$ cat src/rtl/pipe_seq_ctrl.sv
// pipe_seq_ctrl: sequencer for an N-stage register pipeline.
// Tracks one valid token per stage, drives per-stage load enables, collapses
// bubbles, propagates backpressure and performs an in-order flush/drain.
// Optional feature macro: PIPE_SEQ_STATS_EN (output-stall cycle counter).
module pipe_seq_ctrl #(
    parameter int STAGES = 4,
    parameter int OCC_W  = $clog2(STAGES + 1),
    parameter int STAT_W = 16
) (
    input  logic              clk,
    input  logic              rst,
    input  logic              in_valid,
    output logic              in_ready,
    output logic              out_valid,
    input  logic              out_ready,
    input  logic              flush,
    output logic [STAGES-1:0] stage_en,
    output logic [STAGES-1:0] stage_vld,
    output logic [OCC_W-1:0]  occupancy,
    output logic              busy,
    output logic              flush_done,
    output logic [STAT_W-1:0] stall_cnt
);

    typedef enum logic [1:0] {IDLE, RUN, DRAIN, DONE} state_t;

    state_t            state_q;
    logic [STAGES-1:0] v_q;
    logic [STAGES-1:0] ld;
    logic [OCC_W-1:0]  occ_q;
    logic [OCC_W-1:0]  occ_d;
    logic              flush_done_q;
    logic              accept;
    logic              emit;

    // Ready chain: stage i may load unless it and every stage after it are
    // full while the output is stalled (flattened form of the ripple chain).
    always_comb begin
        logic [STAGES-1:0] m;
        ld = '0;
        for (int i = 0; i < STAGES; i++) begin
            m     = {STAGES{1'b1}} << i;
            ld[i] = out_ready | ~(&(v_q | ~m));
        end
    end

    assign in_ready   = ld[0] & (state_q != DRAIN) & (state_q != DONE);
    assign accept     = in_valid & in_ready;
    assign emit       = v_q[STAGES-1] & out_ready;
    assign occ_d      = occ_q + {{(OCC_W-1){1'b0}}, accept} - {{(OCC_W-1){1'b0}}, emit};

    assign stage_en   = ld;
    assign stage_vld  = v_q;
    assign out_valid  = v_q[STAGES-1];
    assign occupancy  = occ_q;
    assign busy       = (state_q != IDLE);
    assign flush_done = flush_done_q;

    // Valid tokens advance into every stage whose load enable is set.
    always_ff @(posedge clk or posedge rst) begin
        if (rst) begin
            v_q <= '0;
        end else begin
            if (ld[0]) v_q[0] <= accept;
            for (int i = 1; i < STAGES; i++) begin
                if (ld[i]) v_q[i] <= v_q[i-1];
            end
        end
    end

    // Control FSM with occupancy tracking; flush_done is high exactly in DONE.
    always_ff @(posedge clk or posedge rst) begin
        if (rst) begin
            state_q      <= IDLE;
            occ_q        <= '0;
            flush_done_q <= 1'b0;
        end else begin
            occ_q        <= occ_d;
            flush_done_q <= 1'b0;
            case (state_q)
                IDLE: begin
                    if (flush) begin
                        // A token accepted alongside the flush must still drain out.
                        if (accept) begin
                            state_q <= DRAIN;
                        end else begin
                            state_q      <= DONE;
                            flush_done_q <= 1'b1;
                        end
                    end else if (accept) begin
                        state_q <= RUN;
                    end
                end
                RUN: begin
                    if (flush) begin
                        state_q <= DRAIN;
                    end else if (occ_d == '0) begin
                        state_q <= IDLE;
                    end
                end
                DRAIN: begin
                    if (occ_d == '0) begin
                        state_q      <= DONE;
                        flush_done_q <= 1'b1;
                    end
                end
                DONE: begin
                    state_q <= IDLE;
                end
                default: begin
                    state_q <= IDLE;
                end
            endcase
        end
    end

`ifdef PIPE_SEQ_STATS_EN
    logic [STAT_W-1:0] stall_q;

    // Count cycles where the last stage holds a token that is not consumed.
    always_ff @(posedge clk or posedge rst) begin
        if (rst) begin
            stall_q <= '0;
        end else if (flush_done_q) begin
            stall_q <= '0;
        end else if (v_q[STAGES-1] && !out_ready && !(&stall_q)) begin
            stall_q <= stall_q + 1'b1;
        end
    end

    assign stall_cnt = stall_q;
`else
    assign stall_cnt = '0;
`endif

endmodule
$ cat config.mk
export PLATFORM = sky130hd
export DESIGN_NAME = pipe_seq_ctrl
export DESIGN_NICKNAME = d
export VERILOG_FILES = /design/src/rtl/pipe_seq_ctrl.sv
export SDC_FILE = /design/constraint.sdc
export NUM_CORES = 1
export LEC_CHECK = 0
export ABC_AREA = 0
export BUFFER_PORTS_ARGS = -buffer_cell sky130_fd_sc_hd__clkbuf_2
export CAP_MARGIN = 15
export CORE_MARGIN = 3
export CORE_UTILIZATION = 42
export DETAILED_ROUTE_END_ITERATION = 10
export PLACE_DENSITY = 0.77
export SLEW_MARGIN = 30
export SYNTH_ARGS = -nofsm -noshare
export SYNTH_HDL_FRONTEND = slang
export SYNTH_SLANG_ARGS = --single-unit
$ cat constraint.sdc
create_clock -name clk -period 3.2 [get_ports clk]
set_input_delay 0.64 -clock clk [delete_from_list [all_inputs] [get_ports clk]]
set_output_delay 0.64 -clock clk [all_outputs]
set_load 0.02 [all_outputs]
Word level (Yosys, flattened, before mapping) --
Index checks and enable logic that the tools add are counted.
Word-level totals: flip-flop bits (word level) 10, word-level logic and storage cells 47
Operators by class: add/subtract/negate cells 2, equality and inequality tests 8, muxes and demuxes 11, bitwise gates (word level) 12, reductions and logical operators 7
Operators with widths (number):
- $mux 2 | 5
- $pmux 2 s4 | 1
- $ne 2x2->1 const B | 3
- $ne 3x3->1 const B | 2
- $reduce_and 3->1 | 2
- $and 1x1->1 | 4
- $eq 2x2->1 const B | 2
- $mux 1 | 4
- $not 1->1 | 4
- $or 1x1->1 | 4
- $reduce_and 4->1 | 1
- $add 3x1->3 | 1
- $logic_not 3->1 | 1
- $sub 3x1->3 | 1
- $eq 2x1->1 const B | 1
- $logic_not 2->1 | 1
- $pmux 1 s2 | 1
- $reduce_and 2->1 | 1
- $reduce_bool 2->1 | 1

Depth between registers and ports, before layout --
depth in word-level cells 12, gate-level depth with buffers 11

Least setup slack after synthesis --
Ideal clock, no wire load.
path kind input to register, start in out_ready, end reg state_q[0], library setup time 0.087 ns, arrival 3.117 ns, setup slack -0.004 ns, cell stages on the path 11, path buffers 0, cell sequence nand4b_1 > o21ai_1 > ha_1 > inv_1 > ha_1 > inv_1 > fa_1 > xor3_2 > nor3_2 > mux2_4 > a211oi_2
On the way: cells in the longest elaborated chain, start to end 9, elaborated cells on any way between the ends 15
Ends and longest elaborated chain:
- start, declared | RTL line 15 | input logic out_ready,
- $or 1x1->1 | RTL line 43 | ld[i] = out_ready | ~(&(v_q | ~m));
- $and 1x1->1 (2 in a row) | RTL line 47 | assign in_ready = ld[0] & (state_q != DRAIN) & (state_q != DONE);
- $and 1x1->1 | RTL line 48 | assign accept = in_valid & in_ready;
- $add 3x1->3 | RTL line 50 | assign occ_d = occ_q + {{(OCC_W-1){1'b0}}, accept} - {{(OCC_W-1){1'b0}}, emit};
- $sub 3x1->3 (*) | RTL line 50
- named net occ_d[2] | RTL line 31 | logic [OCC_W-1:0] occ_d;
- $logic_not 3->1 (*) | RTL line 97, 102
- $ne 3x3->1 (no source line) or $ne 2x2->1 (tied branches)
- $reduce_and 3->1 (no source line) (*)
- end signal, assigned | RTL line 96 | state_q <= DRAIN;
- end signal, assigned | RTL line 98 | state_q <= IDLE;
- end signal, assigned | RTL line 103 | state_q <= DONE;
- end, declared | RTL line 27 | state_t state_q;
The timed path passes the listed nets; every way through them passes the cells marked *. A chain may end at the register's enable or synchronous reset.

Worst setup path after layout --
Same ends and word-level chain as after synthesis.

==> summary.txt <==
Detailed routing
  – DR iter-0 viols: 1
  – DRC Markers: 0
  – Post-DRT Antenna Nets: 0
  – DR vias/cell: 4.16
  – Via count: 412
  – Drt pass-1 iters: 2
  – Drt wl/cell: 9.66 µm
  – Final wirelength: 956 µm

Final layout
  – ANT cells: 0
  – Layout Nets: 94
  – Area growth, synth to finish: 13.3%
  – FF+latch area: 250 µm²
  – Final non-filler cell total: 99
  – Layout cell share with drive strength beyond 1: 0.369
  – Multi-input gate area: 282 µm²
  – Filler instances: 132

Timing
  – Final setup fails: 0
  – Sum Neg Setup Slack: 0 ns
  – RSZ-0062 raised after global routing: false
  – Hold WS: 0.332 ns
  – Min setup slack post-route: 0.436 ns
  – Min Tclk post-route: 2.76 ns
  – Final hold violation count: 0
  – Layout Skew: 0.00576 ns
  – Slew Limit Fails: 0
  – Final worst path period share: 0.864
  – Fmax: 362 MHz

Setup path
  – Reg2reg end: state_q[0]
  – Worst setup EP type: flop
  – CP arrival: 2.93 ns
  – Worst-path fanout max: 3
  – Critical path origin: out_ready
  – Setup slack, reg-to-reg: 0.60 ns
  – CP Class: in2reg
  – Crit start category: input pin
  – Worst reg2reg path depth: 11
  – Critical Path RT: 3.36 ns
  – Worst setup path endpoint: state_q[0]
  – Worst R2R Start: state_q[1]

Run
  – Max-cap viol count: 0

Synth
  – Largest area contributor in the netlist: dfrtp_1
  – Synth cell count leaders: 17 x buf_4, 10 x dfrtp_1, 6 x inv_1
  – Post-synth top area share: 0.398
  – Top post-synthesis cells by area: dfrtp_1 40%, buf_4 20%, ha_1 4.0%
  – Asr flop ratio synth: 1.00
  – Syn avg cell area: 10.2 µm²
  – Distinct cells, synth: 22
  – Cell with the most instances after synthesis: buf_4
  – Mapped cell area: 629 µm²
  – Top FF cell, synth: dfrtp_1
  – Synth warn: 0
  – Number of synthesized flops with an enable pin: 0
  – Synth Register Bits: 10
  – Mapped Cells: 62
  – Sequential area share after synthesis: 0.398

Global route
  – Global-route wire length before repair: 1480 µm
  – GRT Util Overall: 0.107
  – Pin count of the biggest net entering global routing: 11
  – Vias in the first global route: 376
  – Grt ovf: 0
  – Antenna violations before repair: 0

Floorplanning
  – Ports: 36
  – Total core area: 1350 µm²
  – Cell row count: 13
  – Die X: 44.7 µm
  – Initial Util: 0.466
  – Die ar.: 2000 µm²
  – Die Ht: 44.7 µm

Min path
  – Worst Hold Class: in2async

Clock network
  – Post_cts resized: 0
  – # hold bufs at CTS: 0
  – Clock transition at path regs: 0.06 ns
  – H-Tree Depth: 1
  – Buffers inserted by post-CTS timing repair: 0
  – CTS Sinks: 10
  – CTS tree: built
  – Skew-Pair Late Insertion Delay: 0.25 ns
  – Clock tree buffer depth: 2
  – Root Driver: clkbuf_4
  – CTS buffer count: 3

Power
  – LEAKAGE: 0.000408 µW
  – Sw frac: 0.437
  – Worst VDD drop: 0.445 mV
  – Psw: 318 µW
  – Combinational Power Share: 0.573
  – Power share of the clock group: 0.106
  – Int Power: 409 µW
  – PwrDens: 1020 nW/µm²
  – Seq pwr share: 0.321

Place
  – Final Wtd Congestion: 0.767
  – Port bufs: 19
  – Post-DP HPWL: 831 µm
  – Dpl ws: 0.160 ns
  – Dpl cells: 96

Outcome
  – Status: finished, final reports clean
-- cells by family after synthesis --
family	share of synthesized area
adder cells (fa/ha/maj)	0.0716
AND/OR/NAND/NOR	0.151
other	0.00596
flip-flops	0.398
XOR/XNOR	0.0398
multiplexers	0.0398
buffers and inverters	0.250
AO/OA/AOI/OAI	0.0437
-- through the flow --
stage / power, µW / instance area [µm²] / utilization
6_report: 728 / 713 / 0.528
2_1_floorplan: 568 / 689 / -
3_5_place_dp: 660 / 691 / 0.512
4_1_cts: 741 / 713 / 0.528
3_3_place_gp: 644 / 691 / 0.512
5_1_grt: 796 / 713 / 0.528
-- per-layer routing --
metal,up-vias,wire (µm),GRT usage,share of wire
li1,204,-,-,-
met1,187,395,0.129,0.41
met2,19,463,0.160,0.48
met3,2,85,0.0359,0.089
met4,0,11,0.0723,0.012
met5,-,0,0,0
-- how the worst min path moves through the flow --
stage                  from           end  slack [ns]  cells after the start
2_1_floorplan    state_q[0]    flush_done        0.45                      1
3_3_place_gp   stage_vld[0]  stage_vld[1]        0.47                      2
3_5_place_dp   stage_vld[0]  stage_vld[1]        0.47                      2
4_1_cts                 rst  stage_vld[3]        0.35                      2
5_1_grt                 rst  stage_vld[2]        0.36                      2
6_report                rst  stage_vld[3]        0.33                      2
-- layout make-up --
cell class	count	share of cell area
multi-input cells	42	0.395
flip-flops and latches	10	0.351
repair buffers	21	0.154
inverters	8	0.0421
clock buffers	3	0.0316
well taps	15	0.0263
-- cells in the final DEF, fill, tap and decap left out, types with 2 or more instances in the layout --
cell type,netlist,routed
clkbuf_2,0,19
conb_1,1,16
dfrtp_1,10,10
inv_1,6,6
nand2_1,4,4
or2_1,3,3
nor2b_1,3,3
clkbuf_4,0,3
inv_2,2,2
a21oi_1,2,2
ha_1,2,2
buf_4,17,2
-- sequential cells by signal, indices dropped and copies added (netlist names) --
signal      cells
stage_vld       4
occupancy       3
state_q         2
flush_done      1
-- power by group through the flow --
stage	registers [µW]	clock network [µW]	logic, µW
final	234	77.1	417
after floorplan	281	0	287
after detailed placement	236	0	424
after global placement	233	0	411
after CTS	234	81.4	426
after global routing	245	86.7	465
-- critical path, cell delays in order --
cell and delay [ns]:
clkbuf_2 0.09, nand4b_1 0.21, o21ai_2 0.19, ha_1 0.26
inv_1 0.06, ha_1 0.13, inv_1 0.04, fa_1 0.36
xor3_2 0.25, nor3_2 0.17, mux2_4 0.33, a211oi_2 0.18
Power figures use the tool's default switching activity.
